--- config.mk ---
export PLATFORM = sky130hd
export DESIGN_NAME = prod_accumulator
export DESIGN_NICKNAME = d
export VERILOG_FILES = /design/src/rtl/prod_accumulator.sv
export SDC_FILE = /design/constraint.sdc
export NUM_CORES = 1
export LEC_CHECK = 0
export BUFFER_PORTS_ARGS = -buffer_cell sky130_fd_sc_hd__buf_4
export CAP_MARGIN = 20
export CELL_PAD_IN_SITES_DETAIL_PLACEMENT = 0
export CELL_PAD_IN_SITES_GLOBAL_PLACEMENT = 1
export CORE_MARGIN = 2
export CORE_UTILIZATION = 41
export CTS_CLUSTER_DIAMETER = 50
export DETAILED_ROUTE_END_ITERATION = 8
export PLACE_DENSITY = 0.88
export SLEW_MARGIN = 0
export SYNTH_ARGS = -nofsm -noshare
export SYNTH_HDL_FRONTEND = slang
export SYNTH_SLANG_ARGS = --single-unit
--- constraint.sdc ---
create_clock -name clk -period 2.6 [get_ports clk]
set_input_delay 0.26 -clock clk [delete_from_list [all_inputs] [get_ports clk]]
set_output_delay 0.26 -clock clk [all_outputs]
set_load 0.05 [all_outputs]
--- src/rtl/prod_accumulator.sv ---
// Block accumulator for a signed product stream: sums BLOCK_LEN beats (or fewer on in_last)
// and hands each block sum downstream. Define PROD_ACC_SAT_EN for saturating sums with sticky overflow.
module prod_accumulator #(
  parameter int NBIT      = 8,
  parameter int BLOCK_LEN = 4,
  parameter int ACC_W     = 2*NBIT + $clog2(BLOCK_LEN)
) (
  input  logic                           clk,
  input  logic                           rst,
  input  logic [2*NBIT-1:0]              in_data,
  input  logic                           in_valid,
  input  logic                           in_last,
  output logic                           in_ready,
  output logic [ACC_W-1:0]               out_data,
  output logic [$clog2(BLOCK_LEN+1)-1:0] out_cnt,
  output logic                           out_ovf,
  output logic                           out_valid,
  input  logic                           out_ready
);

  localparam int CNT_W = $clog2(BLOCK_LEN+1);

  typedef enum logic [1:0] {
    ST_INIT = 2'd0,
    ST_ACC  = 2'd1,
    ST_SEND = 2'd2
  } state_t;

  state_t             state_q;
  logic [ACC_W-1:0]   acc_q;
  logic [CNT_W-1:0]   cnt_q;
  logic               in_ready_q;
  logic               out_valid_q;
  logic [ACC_W-1:0]   out_data_q;
  logic [CNT_W-1:0]   out_cnt_q;

  logic [ACC_W-1:0]   in_ext_s;
  logic [ACC_W-1:0]   sum_s;
  logic [ACC_W-1:0]   acc_d;
  logic [CNT_W-1:0]   cnt_d;
  logic               accept_s;
  logic               close_s;

  assign in_ext_s = ACC_W'($signed(in_data));
  assign sum_s    = acc_q + in_ext_s;
  assign cnt_d    = cnt_q + CNT_W'(1);
  assign accept_s = in_valid && in_ready_q;
  assign close_s  = in_last || (cnt_d == CNT_W'(BLOCK_LEN));

`ifdef PROD_ACC_SAT_EN
  localparam logic [ACC_W-1:0] ACC_MAX = {1'b0, {(ACC_W-1){1'b1}}};
  localparam logic [ACC_W-1:0] ACC_MIN = {1'b1, {(ACC_W-1){1'b0}}};

  logic ovf_q;
  logic out_ovf_q;
  logic beat_ovf_s;

  // Two same-signed addends producing a differently-signed sum is a signed overflow.
  function automatic logic add_ovf(input logic a_msb, input logic b_msb, input logic s_msb);
    return (a_msb == b_msb) && (s_msb != a_msb);
  endfunction

  assign beat_ovf_s = add_ovf(acc_q[ACC_W-1], in_ext_s[ACC_W-1], sum_s[ACC_W-1]);

  // Clamp to the rail on the side of the overflowing addends.
  always_comb begin
    acc_d = sum_s;
    if (beat_ovf_s) begin
      acc_d = acc_q[ACC_W-1] ? ACC_MIN : ACC_MAX;
    end else begin
      acc_d = sum_s;
    end
  end

  assign out_ovf = out_ovf_q;
`else
  assign acc_d   = sum_s;
  assign out_ovf = 1'b0;
`endif

  // Block FSM: INIT gives one dead cycle after reset, ACC sums beats, SEND holds the result.
  always_ff @(posedge clk) begin
    if (rst) begin
      state_q     <= ST_INIT;
      acc_q       <= '0;
      cnt_q       <= '0;
      in_ready_q  <= 1'b0;
      out_valid_q <= 1'b0;
      out_data_q  <= '0;
      out_cnt_q   <= '0;
`ifdef PROD_ACC_SAT_EN
      ovf_q       <= 1'b0;
      out_ovf_q   <= 1'b0;
`endif
    end else begin
      case (state_q)
        ST_INIT: begin
          in_ready_q <= 1'b1;
          state_q    <= ST_ACC;
        end
        ST_ACC: begin
          if (accept_s) begin
            if (close_s) begin
              out_data_q  <= acc_d;
              out_cnt_q   <= cnt_d;
              out_valid_q <= 1'b1;
              in_ready_q  <= 1'b0;
              acc_q       <= '0;
              cnt_q       <= '0;
`ifdef PROD_ACC_SAT_EN
              out_ovf_q   <= ovf_q | beat_ovf_s;
              ovf_q       <= 1'b0;
`endif
              state_q     <= ST_SEND;
            end else begin
              acc_q <= acc_d;
              cnt_q <= cnt_d;
`ifdef PROD_ACC_SAT_EN
              ovf_q <= ovf_q | beat_ovf_s;
`endif
            end
          end
        end
        ST_SEND: begin
          if (out_ready) begin
            out_valid_q <= 1'b0;
            in_ready_q  <= 1'b1;
            state_q     <= ST_ACC;
          end
        end
        default: begin
          in_ready_q  <= 1'b0;
          out_valid_q <= 1'b0;
          state_q     <= ST_INIT;
        end
      endcase
    end
  end

  assign in_ready  = in_ready_q;
  assign out_valid = out_valid_q;
  assign out_data  = out_data_q;
  assign out_cnt   = out_cnt_q;

endmodule

* After elaboration in Yosys (flattened, before gate mapping)
Index checks and enable logic that the tools add are counted.
Widths: inputs -> output; s select.
** Word-level totals
- Register bits after elaboration :: 46
- Input bits :: 21
- Output and inout bits :: 24
- Logic and storage cells :: 37
** Operators by class
- Add/subtract/negate cells :: 2
- Eq/ne operators :: 6
- Muxes and demuxes :: 14
- Bitwise gates (word level) :: 1
- Reduce and logical (&&, ||, !) cells :: 7
** Operators with widths (count)
- $add 18x18->18 :: 1
- $mux 18 :: 1
- $mux 1 :: 6
- $mux 2 :: 3
- $ne 2x2->1 const B :: 3
- $pmux 1 s3 :: 2
- $pmux 2 s3 :: 1
- $reduce_and 3->1 :: 2
- $reduce_and 4->1 :: 1
- $add 3x1->3 const B :: 1
- $eq 3x3->1 const B :: 1
- $mux 3 :: 1
- $eq 2x1->1 const B :: 1
- $eq 2x2->1 const B :: 1
- $logic_not 2->1 :: 1
- $reduce_and 2->1 :: 1
- $logic_and 1x1->1 :: 1
- $logic_or 1x1->1 :: 1
- $not 1->1 :: 1

* Depth between registers and ports, before layout
- Depth after elaboration :: 6
- Mapped depth :: 10
- Mapped depth without buffers :: 10

* Worst setup path after synthesis
Ideal clock, no wire load.
- Path kind :: reg-to-reg
- Start point :: register acc_q[0]
- End point :: register out_data_q[14] (netlist: out_data[14])
- Arrival :: 2027 ps
- Data required time :: 2480 ps
- Slack :: 454 ps
- Cell stages (with the launch flop) :: 11
- Buffers on the path :: 0
- Path through :: dfxtp_1 ha_1 inv_1 fa_1 nor2b_1 o2111ai_1 a21oi_1 o21ai_1 o21ai_1 nor4b_1 a211o_1
** On the way
- Longest elaborated chain between the ends :: 1
** Ends and longest elaborated chain
- start: declaration :: line 30 : logic [ACC_W-1:0] acc_q;
- start signal: assignment :: line 85 : acc_q <= '0;
- start signal: assignment :: line 108 : acc_q <= '0;
- start signal: assignment :: line 116 : acc_q <= acc_d;
- $add 18x18->18 :: line 45 : assign sum_s = acc_q + in_ext_s;
- end signal: assignment :: line 89 : out_data_q <= '0;
- end signal: assignment :: line 104 : out_data_q <= acc_d;
- end: declaration :: line 34 : logic [ACC_W-1:0] out_data_q;
No other way between the ends.
A chain may end at the register's enable or synchronous reset.

* Worst setup path in the final report
- Start point :: register acc_q[0]
- End point :: register out_data_q[16] (netlist: out_data[16])
Same word-level chain as after synthesis.

==> results.cfg <==
[route]
wl_mm = 6.12
drt-initial-drc-count = 122
vias = 2283
drc = 0
dr.pass1.iters = 4
wl_per_cell_um = 14.3
viasPerCell = 5.32
postRouteAntennaNets = 0

[layout]
diodes = 0
drive_gt1_share_pct = 18.6
nNetsFinal = 394
multiInputGateArea_um2 = 1520
layout_commonest_cell = buf_4
finish.instance_area_um2 = 3020
mostFrequentLayoutCells = 51 x buf_4, 50 x nand2_1, 45 x dfxtp_1, 38 x a21oi_1, 34 x nor2_1
seqCellArea_um2 = 901
fill_cells = 627
syn_to_final_growth_pct = 19.0

[timing]
fmax_mhz = 420
hold_viol_final = 0
period_share_pct = 91.6
layout_setup_ws_ns = 0.217
worstMarginPinSlew_ns = 0.531
skew_ns = 0.00566
rsz0062_at_grt = true
setup-tns-final_ns = 0
drv_slew = 0
setup_viol = 0
slew_headroom_pct = 64.6
period_needed_ns = 2.38

[run]
maxCapViolations = 0

[place]
post_dp_cell_area_um2 = 2920
pre_cts_slack_ns = 0.233
io_buffers = 43
dp_hpwl_mm = 4.51
gp_congestion = 0.873

[power_and_ir_drop]
swShare_pct = 32.4
p_comb_share_pct = 22.2
intPower_mw = 1.03
p_per_area_nw_per_um2 = 507
p_total_mw = 1.53
clkPwrFrac_pct = 29.9
p_leak_nw = 1.27
vdd_drop_max_mv = 0.239
p_sw_mw = 0.496
seq_power_share_pct = 47.9

[worst_setup_path]
critPathSlowestCell = fa_1
crit_family = compound AO/OA/AOI/OAI gates
cpPeakStageDelay_ns = 0.39
crit_path_max_fanout = 3
critical_path_class = flip-flop to flip-flop
cp-start-kind = flip-flop
crit_chain = ha_1 > inv_1 > fa_1 > nor2b_1 > o2111ai_1 > a211oi_1 > o21ai_1 > a21o_1 > a21o_1 > a21oi_1
cpMostUsedCell = a21o_1
path_buf_inv = 1
endpoint_kind = flip-flop
crit_required_ns = 2.83
arrival_ns = 2.61

[synth]
yosysTopAreaCell = dfxtp_1
ys_seq_elements = 45
synthCells = 316
syn_area_um2 = 2540
synth_nets = 357
synth_area_leaders = dfxtp_1 36%, ha_1 9.4%, a21oi_1 7.5%
synth_top_cell_area_share_pct = 35.5
async_reset_ff_share_pct = 0
synth-seq-area-share_pct = 35.5
syn_area_per_cell_um2 = 8.03
synth-edff-count = 0
synth_ff_type = dfxtp_1
ys_types = 50
synth_warnings = 0

[die]
core-area_um2 = 5960
ios = 45
dieArea_um2 = 6830
initial_utilization_pct = 42.6
die_y_um = 82.7
row_count = 28
die_w_um = 82.7

[outcome]
outcome = finished, final reports clean

[grt]
overflow = 0
grt_pass1_vias = 2108
antenna_found_initial = 0
grt_use_total_pct = 19.3
grt_pass1_wl_mm = 10.2
grt_start_max_net_pins = 53

[min_path]
hold_class = input pin to flip-flop

[clocking]
cts.clk_slew.worst_paths_ns = 0.10
cts-buffers-inserted = 5
htree_num_levels = 2
cts_tree = built
clock-sinks = 45
cts_root_buffer = clkbuf_8
worstSkewPairLatency_ns = 0.30
ctsHoldBuffers = 0
clk_path_buf_depth = 2
-- per-layer routing --
layer / vias to the layer above / track usage, % / part of all wire [%]
met4: 0 / 3.93 / 0.62
met3: 4 / 3.37 / 3.7
met5: - / 0 / 0
met2: 38 / 30.3 / 45
li1: 1179 / - / -
met1: 1062 / 27.9 / 50
-- path summary, 6_finish.rpt --
kind / from / to / slack [ns] / depth (start not counted)
worst min register to register: out_data[5] / out_data[5] / 0.46 / 2
worst max register to register: acc_q[0] / out_data[16] / 0.22 / 10
worst max-delay path: acc_q[0] / out_data[16] / 0.22 / 10
worst min-delay path: out_ready / state_q[0] / 0.22 / 3
-- final cells by class --
class | count | area share [%]
clock inverters | 3 | 0.705
multi-input cells | 242 | 50.4
repair buffers | 51 | 12.7
well taps | 75 | 3.11
clock buffers | 5 | 2.28
flip-flops and latches | 45 | 29.9
inverters | 8 | 0.995
-- cell usage after synthesis, types with 3 or more instances --
master    instances
nand3_1           8
ha_1             19
clkbuf_1         17
a211oi_1          3
dfxtp_1          45
o21bai_1          3
a21oi_1          38
xnor2_1          11
nand3b_1          5
a31oi_1           3
inv_1             8
nor2_1           34
nor3_1            4
a21o_1            5
a22o_1            3
or4_1             3
a22oi_1          10
o21ai_1           5
nand2_1          50
xor2_1            4
-- worst min-delay path: stages --
cell and delay (ns):
buf_4 0.09, a21oi_1 0.06, nor2_1 0.07
-- cell families (layout without fill, tap and decap cells) --
| kind of cell | Yosys count | after routing | synth area share (%) |
|---|---|---|---|
| other | 1 | 1 | 0.148 |
| AND/OR/NAND/NOR | 120 | 120 | 21.8 |
| multiplexers | 2 | 2 | 1.28 |
| adder cells (fa/ha/maj) | 20 | 20 | 10.2 |
| AO/OA/AOI/OAI | 84 | 84 | 21.2 |
| flip-flops | 45 | 45 | 35.5 |
| buffers and inverters | 29 | 67 | 4.69 |
| XOR/XNOR | 15 | 15 | 5.18 |
-- power by group through the flow --
stage | clock (mW) | sequential, mW | combinational (mW)
3_3_place_gp | 0 | 0.748 | 0.337
6_report | 0.458 | 0.733 | 0.340
5_1_grt | 0.499 | 0.737 | 0.375
2_1_floorplan | 0 | 0.798 | 0.190
4_1_cts | 0.467 | 0.733 | 0.341
3_5_place_dp | 0 | 0.748 | 0.340
-- flip-flops by register name, summed over array words and instances (netlist names) --
signal and cells:
state_q 2, out_data 18, out_cnt 3, acc_q 18
out_valid 1, cnt_q 3
-- stage by stage --
stage	hold WS, ns	util (%)	std cells
5_1_grt	0.217	50.7	429
3_5_place_dp	0.449	49.1	421
4_1_cts	0.216	50.6	429
6_report	0.216	50.7	429
2_1_floorplan	0.405	-	316
3_3_place_gp	0.442	49.1	421
-- repair_timing --
action	CTS	global route
endpoints found under the hold margin	0	0
gates resized for setup	0	1
setup endpoints to repair	0	3
buffers inserted	0	0
(Power assumes the default switching activity.)
